File: src/rtl/irq_sequencer.sv
// Multi-source interrupt controller: latches request edges, picks the lowest-index
// enabled source and steps the pipeline through flush / push PC / push flags / load vector.
module irq_sequencer #(
  parameter int NUM_SRC      = 4,
  parameter int FLUSH_CYCLES = 3,
  parameter int ADDR_W       = 16,
  parameter int VEC_BASE     = 0,
  parameter int VEC_STRIDE   = 2,
  parameter int IDX_W        = (NUM_SRC > 1) ? $clog2(NUM_SRC) : 1
) (
  input  logic               clk,
  input  logic               rst,
  input  logic [NUM_SRC-1:0] irq_in,
  input  logic [NUM_SRC-1:0] irq_mask,
  input  logic               gie,
  input  logic               stall,
  input  logic               rti,
  output logic [3:0]         ctrl_code,
  output logic [IDX_W-1:0]   vector_id,
  output logic [ADDR_W-1:0]  vec_addr,
  output logic [NUM_SRC-1:0] ack,
  output logic               busy,
  output logic               in_service,
  output logic [NUM_SRC-1:0] pending
);

  localparam int CNT_W = (FLUSH_CYCLES > 1) ? $clog2(FLUSH_CYCLES) : 1;
  localparam logic [CNT_W-1:0] CNT_LAST = CNT_W'(FLUSH_CYCLES - 1);

  localparam logic [3:0] CODE_NONE  = 4'b0000;
  localparam logic [3:0] CODE_FLUSH = 4'b0001;
  localparam logic [3:0] CODE_PC    = 4'b0011;
  localparam logic [3:0] CODE_FLAGS = 4'b0111;
  localparam logic [3:0] CODE_VEC   = 4'b1000;

  typedef enum logic [2:0] {
    IDLE, FLUSH, PUSH_PC, PUSH_FLAGS, LOAD_VEC, SERVICE
  } state_t;

  state_t             state;
  logic [CNT_W-1:0]   cnt;
  logic [NUM_SRC-1:0] irq_prev;
  logic [NUM_SRC-1:0] rise;
  logic [NUM_SRC-1:0] cand;
  logic [NUM_SRC-1:0] win_oh;
  logic [IDX_W-1:0]   win_idx;
  logic [31:0]        win_addr;
  logic               accept;

  assign rise   = irq_in & ~irq_prev;
  assign cand   = pending & irq_mask;
  // Isolate the lowest set bit: index 0 has the highest priority.
  assign win_oh = cand & (~cand + NUM_SRC'(1));
  assign accept = (state == IDLE) && gie && !stall && (|cand);

  always_comb begin
    win_idx = '0;
    for (int i = NUM_SRC - 1; i >= 0; i--) begin
      if (cand[i]) win_idx = IDX_W'(i);
    end
  end

  assign win_addr = 32'(VEC_BASE) + 32'(win_idx) * 32'(VEC_STRIDE);

  // ack is a one-cycle pulse with no ready: the source sees it exactly once per accept
  // and must not expect it to be held; a new edge during that cycle re-pends the source.
  always_ff @(posedge clk) begin
    if (rst) begin
      state      <= IDLE;
      cnt        <= '0;
      irq_prev   <= irq_in;
      pending    <= '0;
      ctrl_code  <= CODE_NONE;
      vector_id  <= '0;
      vec_addr   <= '0;
      ack        <= '0;
      busy       <= 1'b0;
      in_service <= 1'b0;
    end else begin
      irq_prev <= irq_in;
      ack      <= '0;
      pending  <= (pending & ~(accept ? win_oh : '0)) | rise;
      case (state)
        IDLE: begin
          if (accept) begin
            state      <= FLUSH;
            cnt        <= '0;
            ctrl_code  <= CODE_FLUSH;
            vector_id  <= win_idx;
            vec_addr   <= ADDR_W'(win_addr);
            ack        <= win_oh;
            busy       <= 1'b1;
            in_service <= 1'b1;
          end
        end
        FLUSH: begin
          if (!stall) begin
            if (cnt == CNT_LAST) begin
              state     <= PUSH_PC;
              ctrl_code <= CODE_PC;
            end else begin
              cnt <= cnt + CNT_W'(1);
            end
          end
        end
        PUSH_PC: begin
          if (!stall) begin
            state     <= PUSH_FLAGS;
            ctrl_code <= CODE_FLAGS;
          end
        end
        PUSH_FLAGS: begin
          if (!stall) begin
            state     <= LOAD_VEC;
            ctrl_code <= CODE_VEC;
          end
        end
        LOAD_VEC: begin
          if (!stall) begin
            state     <= SERVICE;
            ctrl_code <= CODE_NONE;
            busy      <= 1'b0;
          end
        end
        SERVICE: begin
          if (rti) begin
            state      <= IDLE;
            in_service <= 1'b0;
          end
        end
        default: begin
          state     <= IDLE;
          ctrl_code <= CODE_NONE;
          busy      <= 1'b0;
        end
      endcase
    end
  end

endmodule

File: config.mk
export PLATFORM = sky130hd
export DESIGN_NAME = irq_sequencer
export DESIGN_NICKNAME = d
export VERILOG_FILES = /design/src/rtl/irq_sequencer.sv
export SDC_FILE = /design/constraint.sdc
export NUM_CORES = 1
export LEC_CHECK = 0
export ABC_AREA = 1
export CORE_ASPECT_RATIO = 0.8
export CORE_MARGIN = 1.5
export CORE_UTILIZATION = 25
export CTS_BUF_LIST = sky130_fd_sc_hd__clkbuf_8
export CTS_CLUSTER_DIAMETER = 50
export DETAILED_ROUTE_END_ITERATION = 6
export GPL_TIMING_DRIVEN = 1
export MAX_ROUTING_LAYER = met4
export PLACE_DENSITY = 0.48
export SLEW_MARGIN = 20
export SYNTH_ARGS = -nofsm -noshare
export SYNTH_HDL_FRONTEND = slang
export SYNTH_SLANG_ARGS = --single-unit
File: constraint.sdc
create_clock -name clk -period 1.2 [get_ports clk]
set_input_delay 0.36 -clock clk [delete_from_list [all_inputs] [get_ports clk]]
set_output_delay 0.36 -clock clk [all_outputs]
set_load 0.05 [all_outputs]
; After elaboration in Yosys (flattened, before gate mapping)
; Cells that the tools add are included.
[classes]
muxes = 29
n_addsub = 2
n_eq_ne = 14
n_reduce_logical = 16
bitwise = 11
[ops]
columns = op, count
row1 = 4-bit 2-to-1 mux, 7
row2 = 4-bit case mux with 6 select lines, 1
row3 = 3-bit 2-to-1 mux, 7
row4 = 3-bit case mux with 6 select lines, 1
row5 = 4-bit bitwise AND, 4
row6 = "2-bit != test, second input constant", 8
row7 = 2-bit 2-to-1 mux, 7
row8 = 7-bit AND reduction, 2
row9 = 4-bit NOT, 3
row10 = 4-bit OR reduction, 2
row11 = "3-bit by 2-bit equality test with 1-bit output, second input constant", 2
row12 = "3-bit equality test, second input constant", 2
row13 = 3-bit AND reduction, 2
row14 = "4-bit by 1-bit adder with 4-bit output, second input constant", 1
row15 = 4-bit OR, 1
row16 = 2-bit case mux with 2 select lines, 1
row17 = 4-bit AND reduction, 1
row18 = 2-bit nonzero test, 2
row19 = "3-bit by 1-bit equality test with 1-bit output, second input constant", 1
row20 = 1-bit logical AND, 3
row21 = 3-bit logical NOT, 1
row22 = 1-bit 2-to-1 mux, 3
row23 = 1-bit NOT, 3
row24 = 1-bit case mux with 3 select lines, 1
row25 = other kinds (6), 6
[totals]
ff_bits = 25
output_inout_bits = 32
input_bits = 13
elab_cells = 81

; Logic depth before layout (Yosys ltp)
[depth]
ltp_word = 8
ltp_mapped = 10
mapped_depth_nobuf = 10

; Worst setup path before layout
; No wires, ideal clock.
[synth_path]
path_kind = flip-flop to flip-flop
start = register pending[0]
end = register cnt[0]
setup_time_ps = 115
required_time_ps = 1085
synth_period_minus_slack_ps = 1613
path_slack_ps = -413
stages_incl_launch_ff = 11
t_arrival_ps = 1498
cell_sequence = dfxtp_1 -> nand2_1 -> nand2_1 -> inv_1 -> nand2_1 -> nand2_4 -> nand2_4 -> buf_8 -> o211ai_1 -> nand2_1 -> nor2_1
[synth_via]
elab_chain_len = 5
[synth_rtl]
columns = element, line
row1 = "start, declared", 24  ; output logic [NUM_SRC-1:0] pending
row2 = "start signal, assigned", 82  ; pending <= (pending & ~(accept ? win_oh : '0)) | rise;
row3 = 4-bit bitwise AND, 51  ; assign cand = pending & irq_mask;
row4 = 4-bit OR reduction, 54  ; assign accept = (state == IDLE) && gie && !stall && (|cand);
row5 = 1-bit logical AND, 54
row6 = 2-bit != test (no line), n/a
row7 = 4-bit AND reduction (no line), n/a
row8 = "end signal, assigned", 102  ; cnt <= cnt + CNT_W'(1);
row9 = "end, declared", 41  ; logic [CNT_W-1:0] cnt;
; No other way between the ends.
; A chain may end at the register's enable or synchronous reset.

; Final worst setup path
[layout_path]
start = register state[2]
end = register in_service
[layout_via]
elab_chain_len = 6
elab_cells_between_ends = 10
cone_classes = 3 x eq/ne / 1 x mux / 6 x reduce/logical
[layout_rtl]
columns = element, line
row1 = "start, declared", 40  ; state_t state;
row2 = "start signal, assigned", 69  ; state <= IDLE;
row3 = "start signal, assigned", 86  ; state <= FLUSH;
row4 = "start signal, assigned", 99  ; state <= PUSH_PC;
row5 = 3-bit logical NOT, "54, 83"
row6 = 1-bit logical AND (3 in a row), 54
row7 = 2-bit != test (no line), n/a
row8 = 3-bit AND reduction (no line), n/a
row9 = "end signal, assigned", 78  ; in_service <= 1'b0;
row10 = "end signal, assigned", 93  ; in_service <= 1'b1;
row11 = "end signal, assigned", 128  ; in_service <= 1'b0;
row12 = "end, declared", 23  ; output logic in_service,
; Several ways; a longest one is shown, not always the timed one.

==> results_dict.tcl <==
set metrics [dict create \
    antenna_found_initial 0 \
    critPathKind "register to register" \
    setup_tns_ps -970 \
    area_growth_pct 68.3 \
    start_util_pct 26.1 \
    final_cell_mix "nand2_1, buf_4, inv_1, nor2_1, buf_12" \
    finalCritPeriodShare_pct 108 \
    start_kind "register" \
    ir_worst_vdd_mv 1.03 \
    h-tree-depth 1 \
    placed_area_sq_um 2040 \
    ys_warn_count 0 \
    clk_latency_ps 270 \
    postCtsHoldBufs 0 \
    nets 258 \
    synth_area_sq_um 1310 \
    fillers 505 \
    drt_iter0_markers 30 \
    die_area_sq_um 5700 \
    violations "negative setup slack" \
    cts.clk_slew.worst_paths_ps 90 \
    drive_gt1_share_pct 42.0 \
    slew_violations 0 \
    grt-ovfl-total 0 \
    grt_pass1_vias 1111 \
    worst_setup_path_end_kind "register" \
    fmax_mhz 770 \
    port_buffers 30 \
    synth.distinct_cells 27 \
    drtPass1Iterations 4 \
    vias_per_cell 4.10 \
    mostFrequentLayoutCell "nand2_1" \
    gp_congestion 0.751 \
    pin_count 45 \
    arrival_ps 1470 \
    synth_area_per_cell_sq_um 7.21 \
    ys_ff_latch 25 \
    setup_viol 19 \
    worstPathCellList "inv_2 -> nand2_4 -> clkinvlp_4 -> buf_4 -> buf_6 -> nand2_8 -> o21ai_1" \
    slowest_stage "dfxtp_4" \
    diodes 0 \
    max_cap_viol_count 0 \
    powerDensity_nw_per_um2 1780 \
    rsz0062_at_grt "true" \
    drtAntennaViolNets 0 \
    clk_path_buf_depth 2 \
    dieHeight_um 67.8 \
    wl_per_cell_um 10.5 \
    hold_viol 0 \
    fp.dieW_um 84.0 \
    p_leak_nw 1.04 \
    vias 1251 \
    core_area_sq_um 5040 \
    cts_buffers 3 \
    crit_required_ps 1370 \
    drt_wl_total_um 3200 \
    cts_tree "built" \
    cts-root-buf "clkbuf_8" \
    critical_path.max_fanout 6 \
    globalRouteTotalUtil_pct 12.0 \
    fin_skew_ps 5.28 \
    final_area_sq_um 2210 \
    grt_max_degree 16 \
    drc 0 \
    fin_ws_ps -99.3 \
    syn_inst 182 \
    max_stage_delay_ps 400 \
    fin_crit_ps 1300 \
    rows 23 \
    hpwl_um 2380 \
    hp-class "register to register" \
    yosysSeqAreaShare_pct 38.1 \
    status "finished, violations left" \
    power_mw 3.93 \
    numClockSinks 25 \
    grt_pass1_wl_um 5130 \
]
==> registers in the layout, indices dropped and copies added (netlist names) <==
signal      cells
state           3
cnt             2
busy            1
in_service      1
pending         4
vec_addr        2
ack             4
ctrl_code       4
irq_prev        4
==> final cells by class <==
class / count / area, sq um / share of cell area (%)
Timing Repair Buffer: 61 / 721 / 32.6
Multi-Input combinational cell: 124 / 714 / 32.4
Sequential cell: 25 / 532 / 24.1
Inverter: 29 / 115 / 5.21
Tap cell: 62 / 77.6 / 3.51
Clock buffer: 3 / 41.3 / 1.87
Clock inverter: 1 / 7.51 / 0.340
==> synthesized netlist by cell type <==
master | n | area [sq um]
a21oi_1 | 8 | 40.0
a21oi_2 | 1 | 8.76
a22oi_1 | 1 | 7.51
buf_2 | 1 | 5.00
buf_4 | 16 | 120
buf_8 | 1 | 15.0
conb_1 | 1 | 3.75
dfxtp_1 | 25 | 500
ha_1 | 1 | 12.5
inv_1 | 25 | 93.8
inv_2 | 3 | 11.3
inv_4 | 1 | 6.26
nand2_1 | 45 | 169
nand2_4 | 3 | 33.8
nand3_1 | 9 | 45.0
nand3_2 | 1 | 10.0
nand3_4 | 1 | 17.5
nand4_1 | 5 | 31.3
nand4_4 | 1 | 21.3
nor2_1 | 19 | 71.3
nor2_2 | 1 | 6.26
nor2_4 | 1 | 11.3
nor3_1 | 2 | 10.0
o211ai_1 | 3 | 22.5
o21ai_0 | 5 | 25.0
o21ai_1 | 1 | 5.00
or2_4 | 1 | 8.76
==> critical path: cells and delay by family (launching register included) <==
family / cells / cell delay (ps)
simple gates: 2 / 170
flops: 1 / 400
buf+inv: 4 / 560
compound gates: 1 / 70
==> cell families (layout without fill, tap and decap cells) <==
family                   Yosys count  count (layout)  share of synthesized area, %
AND/OR/NAND/NOR                   89              90                          33.2
buffers and inverters             47              94                          19.2
flip-flops                        25              25                          38.1
AO/OA/AOI/OAI                     19              19                          8.29
adder cells (fa/ha/maj)            1               1                         0.953
other                              1              14                         0.286
==> report_power, final <==
part           leakage [nW]  total [mW]  switching, mW  internal (mW)
clock                0.0217       0.509          0.274          0.235
sequential            0.212        1.15          0.156          0.990
combinational         0.810        2.28           1.27           1.01
==> per-layer routing <==
metal,part of all wire (%),global-route usage [%]
met5,0,-
met4,1.2,3.69
met3,4.2,2.81
met2,46,19.1
met1,49,15.4
==> metrics by stage <==
step	setup WS (ps)	utilization, %	hold slack (ps)	cells
after floorplan	-50.8	-	388	195
after global placement	-539	40.5	457	298
after detailed placement	-557	40.5	457	298
after CTS	-90.1	42.2	476	303
after global routing	-184	43.9	507	305
final	-99.3	43.9	473	305
==> repair_timing <==
item                                    in CTS  in global routing
pin swaps                                    7                  9
cloned                                       1                  0
resized for setup                           18                 21
setup buffers                                2                  2
endpoints found under the setup margin      26                 28
==> worst paths after layout <==
kind	start	slack, ps	cells after the start	to
max	state[2]$_SDFFE_PP0P_	-100	7	in_service$_SDFFE_PP0P_
min	irq_prev[1]$_DFF_P_	470	3	pending[1]$_SDFF_PP0_
max reg2reg	state[2]$_SDFFE_PP0P_	-100	7	in_service$_SDFFE_PP0P_
min reg2reg	irq_prev[1]$_DFF_P_	470	3	pending[1]$_SDFF_PP0_
Power figures use the tool's default switching activity.
